===== src/rtl/nios_system_sysid_regs.sv =====
// System-ID / housekeeping Avalon-MM slave: ID, build timestamp, uptime counter
// with a coherent hi/lo snapshot, scratch word, control and user status words.
module nios_system_sysid_regs #(
    parameter logic [31:0] SYS_ID      = 32'h0000_0000,
    parameter logic [31:0] TIMESTAMP   = 32'd1346454016,
    parameter int          CNT_W       = 64,
    parameter int          NUM_USER    = 2,
    parameter logic        CTRL_EN_RST = 1'b1
) (
    input  logic                                          clock,
    input  logic                                          reset_n,
    input  logic [2:0]                                    address,
    input  logic                                          chipselect,
    input  logic                                          read,
    input  logic                                          write,
    input  logic [31:0]                                   writedata,
    input  logic [3:0]                                    byteenable,
    input  logic [(NUM_USER == 0 ? 1 : 32*NUM_USER)-1:0]  user_status,
    output logic [31:0]                                   readdata,
    output logic                                          readdatavalid
);

    localparam logic [2:0] ADDR_ID      = 3'd0;
    localparam logic [2:0] ADDR_TSTAMP  = 3'd1;
    localparam logic [2:0] ADDR_UP_LO   = 3'd2;
    localparam logic [2:0] ADDR_UP_HI   = 3'd3;
    localparam logic [2:0] ADDR_SCRATCH = 3'd4;
    localparam logic [2:0] ADDR_CONTROL = 3'd5;
    localparam logic [2:0] ADDR_USER0   = 3'd6;
    localparam logic [2:0] ADDR_USER1   = 3'd7;

    // Bus handshake: a read is accepted when chipselect & read, and its data is
    // returned with readdatavalid exactly one cycle later; there is no wait state.
    // A write is accepted when chipselect & write and takes effect on that edge.
    logic rd;
    logic wr;
    logic lo_read;
    logic ctrl_wr;
    logic clr_req;

    logic [CNT_W-1:0]    counter;
    logic [CNT_W-33:0]   hi_shadow;
    logic [31:0]         scratch;
    logic                en;
    logic [31:0]         hi_ext;
    logic [31:0]         user_word [2];
    logic [31:0]         rdata_next;

    assign rd      = chipselect & read;
    assign wr      = chipselect & write;
    assign lo_read = rd && (address == ADDR_UP_LO);
    assign ctrl_wr = wr && (address == ADDR_CONTROL) && byteenable[0];
    assign clr_req = ctrl_wr && writedata[1];
    assign hi_ext  = 32'(hi_shadow);

    for (genvar k = 0; k < 2; k++) begin : g_user
        if (k < NUM_USER) begin : g_present
            assign user_word[k] = user_status[32*k +: 32];
        end else begin : g_absent
            assign user_word[k] = 32'h0;
        end
    end

    always_comb begin
        rdata_next = 32'h0;
        case (address)
            ADDR_ID:      rdata_next = SYS_ID;
            ADDR_TSTAMP:  rdata_next = TIMESTAMP;
            ADDR_UP_LO:   rdata_next = counter[31:0];
            ADDR_UP_HI:   rdata_next = hi_ext;
            ADDR_SCRATCH: rdata_next = scratch;
            ADDR_CONTROL: rdata_next = {31'h0, en};
            ADDR_USER0:   rdata_next = user_word[0];
            ADDR_USER1:   rdata_next = user_word[1];
            default:      rdata_next = 32'h0;
        endcase
    end

    always_ff @(posedge clock or negedge reset_n) begin
        if (!reset_n) begin
            readdata      <= 32'h0;
            readdatavalid <= 1'b0;
        end else begin
            readdatavalid <= rd;
            if (rd) begin
                readdata <= rdata_next;
            end
        end
    end

    // Clear wins over increment, whatever en value is written alongside it.
    always_ff @(posedge clock or negedge reset_n) begin
        if (!reset_n) begin
            counter <= '0;
        end else if (clr_req) begin
            counter <= '0;
        end else if (en) begin
            counter <= counter + CNT_W'(1);
        end
    end

    always_ff @(posedge clock or negedge reset_n) begin
        if (!reset_n) begin
            hi_shadow <= '0;
        end else if (lo_read) begin
            hi_shadow <= counter[CNT_W-1:32];
        end
    end

    always_ff @(posedge clock or negedge reset_n) begin
        if (!reset_n) begin
            en <= CTRL_EN_RST;
        end else if (ctrl_wr) begin
            en <= writedata[0];
        end
    end

    always_ff @(posedge clock or negedge reset_n) begin
        if (!reset_n) begin
            scratch <= 32'h0;
        end else if (wr && (address == ADDR_SCRATCH)) begin
            for (int b = 0; b < 4; b++) begin
                if (byteenable[b]) begin
                    scratch[8*b +: 8] <= writedata[8*b +: 8];
                end
            end
        end
    end

endmodule


===== config.mk =====
export PLATFORM = sky130hd
export DESIGN_NAME = nios_system_sysid_regs
export DESIGN_NICKNAME = d
export VERILOG_FILES = /design/src/rtl/nios_system_sysid_regs.sv
export SDC_FILE = /design/constraint.sdc
export NUM_CORES = 1
export LEC_CHECK = 0
export BUFFER_PORTS_ARGS = -buffer_cell sky130_fd_sc_hd__buf_2
export CAP_MARGIN = 20
export CORE_MARGIN = 2
export CORE_UTILIZATION = 40
export CTS_CLUSTER_SIZE = 24
export DETAILED_ROUTE_END_ITERATION = 16
export PLACE_DENSITY = 0.6
export SLEW_MARGIN = 5
export SYNTH_ARGS = -nofsm -noshare
export SYNTH_HDL_FRONTEND = slang
export SYNTH_SLANG_ARGS = --single-unit

===== constraint.sdc =====
create_clock -name clock -period 5.43 [get_ports clock]
set_input_delay 1.086 -clock clock [delete_from_list [all_inputs] [get_ports clock]]
set_output_delay 1.086 -clock clock [all_outputs]
set_load 0.05 [all_outputs]

==> flow_metrics.tcl, run 1 <==
set metrics [dict create \
    clk_transition_reported_paths_ps 70 \
    synth_ff_type "dfrtp_1" \
    clockRootBuffer "clkbuf_16" \
    detailedRoute.firstPassIterationCount 5 \
    power.ir.vdd_worst_mv 0.177 \
    grt_pass1_wl_mm 38.1 \
    ys_seq_area_share_pct 48.0 \
    max_slew.worst_pin.slew_ps 995 \
    number_of_instances_in_the_synthesized_netlist 790 \
    cts-buffers-inserted 17 \
    power_frac_seq_pct 47.0 \
    cts_tree "built" \
    detailedRoute.firstIterationViolations 482 \
    synth-warning-count 0 \
    vias 6850 \
    worst-endpoint-required_ps 5790 \
    finalSetupViolCount 0 \
    synth-seq-cells 162 \
    arrival_ps 3400 \
    yosys.area.top_type "dfrtp_1" \
    timing.final.hold_violations 0 \
    syn_area_um2 8450 \
    ctsLongestPathBuffers 2 \
    run_status "complete, no violations" \
    hold_slack_ps 478 \
    placeableCoreArea_um2 20900 \
    antenna_found_initial 0 \
    rsz0062_at_grt "false" \
    holdCritPathClass "reg -> reg" \
    power.internal_uw 2400 \
    synth.top_cells.by_count "dfrtp_1 (161), mux2_2 (78), nand2_1 (58), nor2_1 (47), o21ai_0 (42)" \
    global_route.overflow_total 0 \
    detail_route.wl_per_cell_um 20.6 \
    diodes_inserted 0 \
    drt_drc_violations_left 0 \
    initial_utilization_pct 40.5 \
    syn_area_cell_um2 10.7 \
    synth_fp_nets 899 \
    die_h_um 149 \
    post_synth_main_area_contributors "dfrtp_1 (48%), mux2_2 (10%), xor2_1 (2.7%)" \
    multi_input_comb_area_um2 4130 \
    rows 53 \
    timing.critical_path.fanout_max 17 \
    critical_path.endpoint_type "flip-flop" \
    netlist.area_leader.share_pct 47.7 \
    routedLengthMet1_mm 11.7 \
    register_area_um2 4060 \
    synthMostInstantiatedCell "dfrtp_1" \
    p_per_area_nw_per_um2 355 \
    cts.sinks 162 \
    place_hpwl_mm 18.5 \
    max-slew-margin-rel_pct 33.4 \
    swShare_pct 32.0 \
    fin_tns_setup_ps 0 \
    first_global_vias 6527 \
    n_fill_cell 1949 \
    maxClockFrequency_mhz 328 \
    combinationalPowerShare_pct 19.1 \
    maxCapViolations 0 \
    port-buffer-count 140 \
    final.period_utilization_pct 56.1 \
    worstSkewPairLatency_ps 440 \
    post_drt_via_cell_ratio 5.71 \
    synth_cell_type_count 59 \
    final_layout_size_suffix_gt1_share_pct 31.3 \
    final_antenna_net_count 0 \
    post_cts_resized 0 \
    cp-start-kind "flip-flop" \
    switching_power_uw 1130 \
    postCtsHoldBufs 0 \
    routed_wirelength_mm 24.7 \
    power_frac_clock_pct 33.9 \
    fin_worst_skew_ps 11.7 \
    dieWidth_um 149 \
    power.leakage_uw 0.00432 \
    final_period_minus_worst_setup_slack_ps 3050 \
    htree_num_levels 4 \
    die-area_um2 22300 \
    async_flop_share_pct 100 \
    fin_nets 1020 \
    topRoutingLayerUsed "met4" \
    grt_max_degree 95 \
    met2_length_mm 11.2 \
    met3_length_mm 1.44 \
    synth_edf_count 0 \
    post-cts-setup-buffers 0 \
    layout-area-overhead-vs-synth_pct 17.6 \
    timing_worst_setup_path_type "reg -> reg" \
    maxSlewViolCount 0 \
    track_usage_pct 22.7 \
    floorplan.io_pins 141 \
    gp_routability_congestion 0.921 \
]
## flip-flops by register name, indices dropped and copies added (netlist names)
name           count
counter           64
hi_ext            32
scratch           32
readdatavalid      1
en                 1
readdata          32
## stage by stage
| step | instances | setup slack, ps | area [µm²] | power [µW] | utilization (%) |
|---|---|---|---|---|---|
| after global placement | 1167 | 2220 | 9360 | 2330 | 44.8 |
| after global routing | 1199 | 2250 | 9940 | 3700 | 47.6 |
| final | 1199 | 2380 | 9940 | 3530 | 47.6 |
| after detailed placement | 1167 | 2190 | 9360 | 2350 | 44.8 |
| after CTS | 1199 | 2410 | 9940 | 3550 | 47.6 |
| after floorplan | 790 | 2690 | 8450 | 2080 | - |
## final cells by class
cell class              instances  area share, %
clock inverters                14           1.57
clock buffers                  18           4.32
well taps                     275           3.46
flip-flops and latches        162           40.8
inverters                      14          0.528
repair buffers                149           7.79
multi-input cells             567           41.6
## cell usage in the layout, fill, tap and decap left out, types with 14 or more instances in the layout
master / count
xor2_1: 26
nor3_1: 14
or3_1: 14
and3_1: 15
dfrtp_1: 161
nor2_1: 47
nand4_1: 28
a21oi_1: 37
buf_2: 139
o21ai_0: 42
a22o_1: 20
inv_1: 14
nand2_1: 58
nand3_1: 29
clkbuf_16: 17
a22oi_1: 28
mux2_2: 78
mux2i_1: 18
## cells by family (layout without fill, tap and decap cells)
| kind of cell | Yosys count | after routing | synth area share, % |
|---|---|---|---|
| mux | 106 | 106 | 15.2 |
| simple gates | 260 | 260 | 17.0 |
| compound gates | 166 | 166 | 12.9 |
| fa+ha+maj | 1 | 1 | 0.148 |
| xor+xnor | 34 | 34 | 3.52 |
| flops | 162 | 162 | 48.0 |
| buf+inv | 61 | 195 | 3.26 |
## worst paths after layout
check,start,endpoint,slack [ps],depth (start not counted)
max,en,counter[52],2380,5
min,readdata[29],readdata[29],480,2
max reg2reg,en,counter[52],2380,5
min in group asynchronous,reset_n,hi_ext[1],710,1
max in group asynchronous,reset_n,scratch[4],3510,2
min reg2reg,readdata[29],readdata[29],480,2
## power by group through the flow
stage	Sequential (µW)	Combinational, µW	Clock (µW)
2_1_floorplan	1690	391	0
3_3_place_gp	1670	664	0
3_5_place_dp	1670	675	0
4_1_cts	1650	679	1220
5_1_grt	1680	742	1280
6_report	1660	675	1200
## critical path, cell delays in order, from the launching register on
cell and delay [ps]:
dfstp_2 690, and3_1 300, and3_1 440, nand4_1 720
or4_1 670, a21oi_1 150
## per-layer routing
metal	vias to the layer above	GRT usage, %
met5	-	0
met4	0	6.29
met3	28	4.59
met2	216	34.5
met1	3388	33.0
li1	3218	-
Power figures use the tool's default switching activity.
==> run 2: changes to the inputs <==
==> constraint.sdc (replaced) <==
create_clock -name clock -period 3 [get_ports clock]
set_input_delay 0.6 -clock clock [delete_from_list [all_inputs] [get_ports clock]]
set_output_delay 0.6 -clock clock [all_outputs]
set_load 0.05 [all_outputs]
==> run 2 against run 1 <==
First-iteration DRC count rose by 2.9%; via count increased by 1.2%; final area up 2.2%; routed wire length up 2.0%; die area unchanged; utilization increased by 1.0 points; sequential share of layout area down 0.86 points; non-clock buffer count up 14; largest cell class unchanged.
==> flow_metrics.tcl, run 2 (synthesized netlist as in run 1, its figures left out) <==
set metrics [dict create \
    detailedRoute.firstIterationViolations 496 \
    cts_tree "built" \
    maxSlewViolCount 0 \
    setup.worst_path.start "counter[4]" \
    drt_drc_violations_left 0 \
    critPathTopFamily "simple AND/OR/NAND/NOR gates" \
    switching_power_uw 2070 \
    placeableCoreArea_um2 20900 \
    cts-buffers-inserted 17 \
    cp-start-kind "flip-flop" \
    multi_input_comb_area_um2 4130 \
    r2r-end "counter[60]" \
    maxClockFrequency_mhz 395 \
    dieWidth_um 149 \
    hold_slack_ps 168 \
    rows 53 \
    p_per_area_nw_per_um2 657 \
    most_used_cells_in_the_layout_excluding_fill_and_tap_cells "dfrtp_1 (161), buf_2 (139), mux2_2 (78)" \
    power.leakage_uw 0.00443 \
    maxCapViolations 0 \
    n_fill_cell 1963 \
    grt_pass1_wl_mm 39.1 \
    ctsLongestPathBuffers 2 \
    critical_path_buf_inv_count 0 \
    final_antenna_net_count 0 \
    register_area_um2 4060 \
    timing_worst_setup_path_type "reg -> reg" \
    power_frac_clock_pct 36.4 \
    port-buffer-count 140 \
    final_design_area_no_fill_um2 10200 \
    worst-endpoint-required_ps 3350 \
    clk_transition_reported_paths_ps 60 \
    arrival_ps 2880 \
    max_slew.worst_pin.slew_ps 669 \
    worstSkewPairLatency_ps 430 \
    rsz0062_at_grt "false" \
    timing.final.hold_violations 0 \
    postCtsHoldBufs 0 \
    combinationalPowerShare_pct 18.7 \
    detail_route.wl_per_cell_um 20.8 \
    r2r_slack_ps 470 \
    cts.sinks 162 \
    leading_cell_type_in_the_layout_fill_and_taps_excluded "dfrtp_1" \
    post_drt_via_cell_ratio 5.71 \
    detailedRoute.firstPassIterationCount 5 \
    die-area_um2 22300 \
    grt_max_degree 67 \
    htree_num_levels 4 \
    holdCritPathClass "in -> async" \
    max_stage_delay_ps 580 \
    max-slew-margin-rel_pct 55.4 \
    final.period_utilization_pct 84.3 \
    fin_nets 1034 \
    power_frac_seq_pct 44.9 \
    fin_tns_setup_ps 0 \
    timing.critical_path.fanout_max 11 \
    critical_path.endpoint_type "flip-flop" \
    first_global_vias 6605 \
    run_status "complete, no violations" \
    final_period_minus_worst_setup_slack_ps 2530 \
    power.ir.vdd_worst_mv 0.339 \
    antenna_found_initial 2 \
    max_reg_flops 64 \
    place_hpwl_mm 18.9 \
    layout-area-overhead-vs-synth_pct 20.2 \
    cp_cell_sequence "nand4_2 -> nor4_1 -> o2111ai_2 -> or4_1 -> a21oi_1" \
    startpoint_of_the_worst_slack_reg_to_reg_timing_path "counter[4]" \
    detailed_place.area_um2 9500 \
    floorplan.io_pins 141 \
    critical-path-slowest-cell "or4_1" \
    gp_routability_congestion 0.910 \
    regMostFlops "counter" \
    clockRootBuffer "clkbuf_16" \
    initial_utilization_pct 40.5 \
    post_cts_resized 0 \
    fin_worst_skew_ps 7.69 \
    final_layout_size_suffix_gt1_share_pct 32.3 \
    finalSetupViolCount 0 \
    swShare_pct 31.0 \
    count_of_cells_along_the_worst_register_to_register_path 5 \
    die_h_um 149 \
    power.internal_uw 4610 \
    routed_wirelength_mm 25.2 \
    vias 6930 \
    global_route.overflow_total 0 \
    track_usage_pct 23.1 \
    post-cts-setup-buffers 0 \
]
==> run 2: cell types whose count changed in the layout (fill, tap and decap cells not counted), moves of 3 or more <==
cell	change
buf_12	+3
bufinv_16	+3
clkinv_4	-4
buf_4	+11
==> run 2: cell type report <==
class,instances,area share [%]
multi-input cells,567,40.7
flip-flops and latches,162,39.9
inverters,14,0.517
clock inverters,14,2.22
diodes,1,0.0246
repair buffers,163,9.03
clock buffers,18,4.22
well taps,275,3.39
==> run 2: how the worst max path moves through the flow <==
stage                        endpoint  slack, ps  cells after the start
final                     counter[60]        470                      5
after global routing      counter[60]        300                      5
after CTS                 counter[60]        520                      5
after detailed placement  counter[60]        360                      6
after global placement    counter[54]        410                      6
after floorplan           counter[60]        740                      7
==> run 2: stage by stage <==
stage               cells  util, %  total power, µW  worst slack [ps]
floorplan             790        -             3760               741
global placement     1181     45.5             4250               414
detailed placement   1181     45.5             4280               359
global route         1213     48.6             6970               300
finish               1214     48.6             6680               470
CTS                  1213     48.6             6710               522
==> run 2: metal layers <==
| metal | GRT usage, % | share of wire (%) |
|---|---|---|
| met5 | 0 | 0 |
| met4 | 7.05 | 1.8 |
| met3 | 4.22 | 5.9 |
| met2 | 36.1 | 46 |
| met1 | 32.8 | 46 |
==> run 2: power groups by stage <==
stage	logic, µW	clock network, µW	registers [µW]
floorplan	708	0	3060
global route	1370	2560	3040
finish	1250	2430	3000
CTS	1260	2460	2990
global placement	1230	0	3020
detailed placement	1250	0	3030
